### src/rtl/core_mc_seq.sv
// core_mc_seq: multi-cycle instruction sequencer (FETCH/EXEC/MEM/WB) with
// req/ack memory handshakes, wait timeout into a sticky error state,
// resumable halt and a retired-instruction counter.
module core_mc_seq #(
   parameter int unsigned IA_BITS  = 10,
   parameter int unsigned I_BITS   = 16,
   parameter int unsigned RESET_PC = 0,
   parameter int unsigned MAX_WAIT = 15,
   parameter int unsigned CNT_BITS = 32
) (
   input  logic                clk,
   input  logic                rst,
   output logic                imem_req,
   output logic [IA_BITS-1:0]  imem_addr,
   input  logic                imem_ack,
   input  logic [I_BITS-1:0]   imem_rdata,
   output logic [I_BITS-1:0]   instr,
   output logic [IA_BITS-1:0]  pc,
   input  logic                dec_memRead,
   input  logic                dec_memWrite,
   input  logic                dec_regWrite,
   input  logic                dec_halt,
   input  logic [IA_BITS-1:0]  pc_next,
   output logic                dmem_req,
   output logic                dmem_we,
   input  logic                dmem_ack,
   output logic                reg_we,
   input  logic                resume,
   output logic                halted,
   output logic                err,
   output logic [CNT_BITS-1:0] retired
);

   localparam int unsigned W_BITS = (MAX_WAIT < 2) ? 1 : $clog2(MAX_WAIT + 1);
   localparam logic [W_BITS-1:0] W_LAST = W_BITS'(MAX_WAIT - 1);

   typedef enum logic [2:0] {
      S_FETCH = 3'd0,
      S_EXEC  = 3'd1,
      S_MEM   = 3'd2,
      S_WB    = 3'd3,
      S_HALT  = 3'd4,
      S_ERR   = 3'd5
   } state_t;

   state_t              state, state_nx;
   logic [W_BITS-1:0]   wait_cnt, wait_nx;
   logic [IA_BITS-1:0]  pc_nx;
   logic [CNT_BITS-1:0] ret_nx;
   logic [I_BITS-1:0]   ir_nx;

   // Fetch address is the PC register itself.
   assign imem_addr = pc;

   // Next-state, wait counter, PC, IR and retire-count computation.
   always_comb begin
      state_nx = state;
      wait_nx  = wait_cnt;
      pc_nx    = pc;
      ret_nx   = retired;
      ir_nx    = instr;
      case (state)
         S_FETCH: begin
            if (imem_ack) begin
               ir_nx    = imem_rdata;
               state_nx = S_EXEC;
            end else if (wait_cnt == W_LAST) begin
               state_nx = S_ERR;
            end else begin
               wait_nx = wait_cnt + W_BITS'(1);
            end
         end
         S_EXEC: begin
            if (dec_halt) begin
               state_nx = S_HALT;
               ret_nx   = retired + CNT_BITS'(1);
            end else if (dec_memRead || dec_memWrite) begin
               state_nx = S_MEM;
               wait_nx  = '0;
            end else begin
               state_nx = S_WB;
            end
         end
         S_MEM: begin
            if (dmem_ack) begin
               state_nx = S_WB;
            end else if (wait_cnt == W_LAST) begin
               state_nx = S_ERR;
            end else begin
               wait_nx = wait_cnt + W_BITS'(1);
            end
         end
         S_WB: begin
            pc_nx    = pc_next;
            ret_nx   = retired + CNT_BITS'(1);
            state_nx = S_FETCH;
            wait_nx  = '0;
         end
         S_HALT: begin
            if (resume) begin
               pc_nx    = pc + IA_BITS'(1);
               state_nx = S_FETCH;
               wait_nx  = '0;
            end
         end
         S_ERR: begin
            state_nx = S_ERR;
         end
         default: begin
            state_nx = S_ERR;
         end
      endcase
   end

   // State, datapath registers and registered outputs decoded from next state.
   always_ff @(posedge clk) begin
      if (rst) begin
         state    <= S_FETCH;
         wait_cnt <= '0;
         pc       <= IA_BITS'(RESET_PC);
         instr    <= '0;
         retired  <= '0;
         imem_req <= 1'b1;
         dmem_req <= 1'b0;
         dmem_we  <= 1'b0;
         reg_we   <= 1'b0;
         halted   <= 1'b0;
         err      <= 1'b0;
      end else begin
         state    <= state_nx;
         wait_cnt <= wait_nx;
         pc       <= pc_nx;
         instr    <= ir_nx;
         retired  <= ret_nx;
         imem_req <= (state_nx == S_FETCH);
         dmem_req <= (state_nx == S_MEM);
         dmem_we  <= (state_nx == S_MEM) && dec_memWrite;
         reg_we   <= (state_nx == S_WB) && dec_regWrite;
         halted   <= (state_nx == S_HALT);
         err      <= (state_nx == S_ERR);
      end
   end

endmodule
### config.mk
export PLATFORM = sky130hd
export DESIGN_NAME = core_mc_seq
export DESIGN_NICKNAME = d
export VERILOG_FILES = /design/src/rtl/core_mc_seq.sv
export SDC_FILE = /design/constraint.sdc
export NUM_CORES = 1
export LEC_CHECK = 0
export ABC_AREA = 1
export CAP_MARGIN = 25
export CORE_MARGIN = 2
export CORE_UTILIZATION = 40
export CTS_CLUSTER_SIZE = 14
export DETAILED_ROUTE_END_ITERATION = 16
export MAX_ROUTING_LAYER = met4
export PLACE_DENSITY = 0.7
export SETUP_SLACK_MARGIN = 0.05
export SLEW_MARGIN = 20
export SYNTH_ARGS = -nofsm -noshare
export SYNTH_HDL_FRONTEND = slang
export SYNTH_SLANG_ARGS = --single-unit
export TNS_END_PERCENT = 1
### constraint.sdc
create_clock -name clk -period 1.7 [get_ports clk]
set_input_delay 0.34 -clock clk [delete_from_list [all_inputs] [get_ports clk]]
set_output_delay 0.34 -clock clk [all_outputs]
set_load 0.01 [all_outputs]
==> impl_metrics.toml <==
[setup_path]
setup_crit_end_kind = "output port"
timing.rr.start = "retired[0]"
critPathArrivalTime_ns = 1.27
path_max_fanout = 5
worst_ep_required_time_ns = 1.36
critical_path.cell_chain = "clkdlybuf4s50_1"
worst_path_largest_cell_delay_ns = 0.55
timing.critical_path.slowest_stage_cell = "clkdlybuf4s50_1"
critical_path.startpoint_type = "flop"
critical_path.top_delay_family = "buffers and inverters"
setup.worst_path.class = "reg -> out"
worstPathBufferInverterCount = 1
setup_crit_start = "retired[3]"

[sta]
finalMaxSlewViolations = 0
postLayoutSetupSlackWorst_ns = 0.09367
hold-worst-slack_ns = 0.4437
setup_violation_total_in_the_final_timing_report = 0
timing_worst_slew_pin_value_ns = 0.3337
timing.setup.tns_ns = 0
max_slew_margin_vs_limit = 0.7767
final.setup_skew_ns = 0.01104
rsz0062_at_grt = "yes"
final.period_utilization = 0.9449
hold_violations = 0
finalWorstPathRequiredPeriod_ns = 1.606
maxClockFrequency_mhz = 622.5

[die]
floorplan.die.height_um = 100.7
ios = 109
design.die.area_mm2 = 0.01015
die_w_um = 100.7
core_region_area_mm2 = 0.009153
initial_core_util = 0.4089
rows = 35

[drt]
wl_final_mm = 10.30
final_antenna_net_count = 0
routed-via-count = 3988
vias_per_cell = 4.936
first_pass_iters = 4
dr.first_iter.drc_count = 193
avgRoutedWirePerCell_um = 12.74
drcViolationCount = 0

[yosys]
ys_warn_count = 0
post_synth_num_cell_types = 38
synth.area.top_cells = "dfxtp_1 (38%), nand2_1 (13%), nor2_1 (7.9%), inv_1 (7.8%), a21oi_1 (5.8%)"
synth.top_cells.by_count = "nand2_1 (132), nor2_1 (79), inv_1 (78)"
synth_most_common_cell = "nand2_1"
syn-instance-count = 568
synth_seq_cells = 71
synth_area_mm2 = 0.003742
synth-edff-count = 0
postSynthNetCount = 607
synth_top_area_frac = 0.3798
synth-seq-area-share = 0.3798
synth.largest_area_cell = "dfxtp_1"
postSynthAreaPerCell_um2 = 6.589
synth_flop_cell = "dfxtp_1"
ys_async_sr_fraction = 0

[clocking]
clock_sink_count = 71
clock_tree.buffer_depth = 2
clock_tree_from_tritoncts = "built"
clk-insertion-delay-late_ns = 0.34
cts-hold-fix-buffers = 0
ctsRootBufferMaster = "clkbuf_8"
h-tree-depth = 3
postCtsSetupBuffers = 0
tritoncts_buffers = 9
path_clk_slew_ns = 0.08

[place]
placement.setup.worst_slack_ns = -0.2727
detailedPlacementHpwl_mm = 7.751
dpl_cell_area_mm2 = 0.005056
placedCellCount = 792
gp_congestion = 0.9038
numPortBuffers = 108

[power_and_ir_drop]
combPwrFrac = 0.232
power_switching_mw = 1.264
seqPwrFrac = 0.447
pnr_total_power_mw = 4.222
power_density_mw_per_mm2 = 783.7
internal-power_mw = 2.958
leakagePower_nw = 2.657
p_sw_frac = 0.2994
clock_power_share = 0.321
peakVddDrop_mv = 0.5203

[layout]
final_cell_count_no_fill = 808
fin_nets = 731
nFillCells = 845
final_area_mm2 = 0.005388
diodes = 0
final_core_util = 0.5887
drive_above_1_share = 0.1392
area_growth_syn_to_layout_pct = 43.97

[run_status]
run_status = "finished clean"

[grt]
grt_pass1_wl_mm = 16.77
global_route.overflow_total = 0
via_count_of_the_first_global_routing_pass = 3729
grt_antenna_before_repair = 0
global_route.usage.total = 0.2107
grt_start_max_net_pins = 33

[hold_path]
holdCritStartpoint = "instr[14]"
worstHoldPathType = "reg -> reg"

[job]
max_cap_violations = 0
path summary, 6_finish.rpt:
check                                   end  slack, ns  cells past startpoint
worst min register to register    instr[14]       0.44                      2
worst max register to register  retired[26]       0.20                     10
worst min-delay path              instr[14]       0.44                      2
worst max-delay path             retired[3]       0.09                      1
repair_timing:
item,4_1_cts,5_1_grt
gates cloned,0,0
gates resized for setup,32,48
endpoints found under the setup margin,38,52
logic make-up after synthesis:
kind of cell | synth area share
simple gates | 0.3353
compound gates | 0.1398
buf+inv | 0.1200
flops | 0.3798
xor+xnor | 0.01170
fa+ha+maj | 0.01337
worst register-to-register path, delay by kind of cell (launching register included):
kind	cells	cell delay, ns
and+or+nand+nor	9	0.83
DFF	1	0.35
adders and majority gates	1	0.19
power groups by stage:
stage | clock network, mW | logic (mW) | registers [mW]
global placement | 0 | 0.967 | 1.92
detailed placement | 0 | 0.987 | 1.93
floorplan | 0 | 0.500 | 1.96
finish | 1.35 | 0.979 | 1.89
CTS | 1.39 | 0.984 | 1.89
global route | 1.49 | 1.09 | 1.91
state kept, by name (all words and copies together) (netlist names):
| signal | flops |
|---|---|
| retired | 32 |
| instr | 16 |
| imem_addr | 10 |
| wait_cnt | 4 |
| state | 3 |
| dmem_req | 1 |
| dmem_we | 1 |
| err | 1 |
| halted | 1 |
| imem_req | 1 |
| reg_we | 1 |
layout make-up:
cell class	instances	area [um2]	area share
multi-input combinational	393	1904	0.3535
sequential	71	1458	0.2706
timing repair buffer	137	1389	0.2578
inverter	80	300.3	0.05574
tap	111	138.9	0.02578
clock buffer	10	127.6	0.02369
clock inverter	6	70.07	0.01301
cells in the final DEF (no fill, tap or decap), types with 11 or more instances in the layout:
cell type and count:
clkdlybuf4s50_1 67, o21ai_0 33, dlymetal6s2s_1 30, inv_1 78, nand3_1 36, buf_4 26
nand2_1 131, nor2_1 73, dfxtp_1 44, dlygate4sd2_1 11, dfxtp_2 26, nand4_1 13
a21oi_1 43
layer usage:
metal  GRT usage  routed length (um)  vias up
met2      0.3523                4919      120
met5           -                   0        -
li1            -                   -     2062
met4     0.04847                 110        0
met3     0.04854                 667       11
met1      0.2586                4598     1795
No activity file was read; power rests on OpenSTA's default activity.
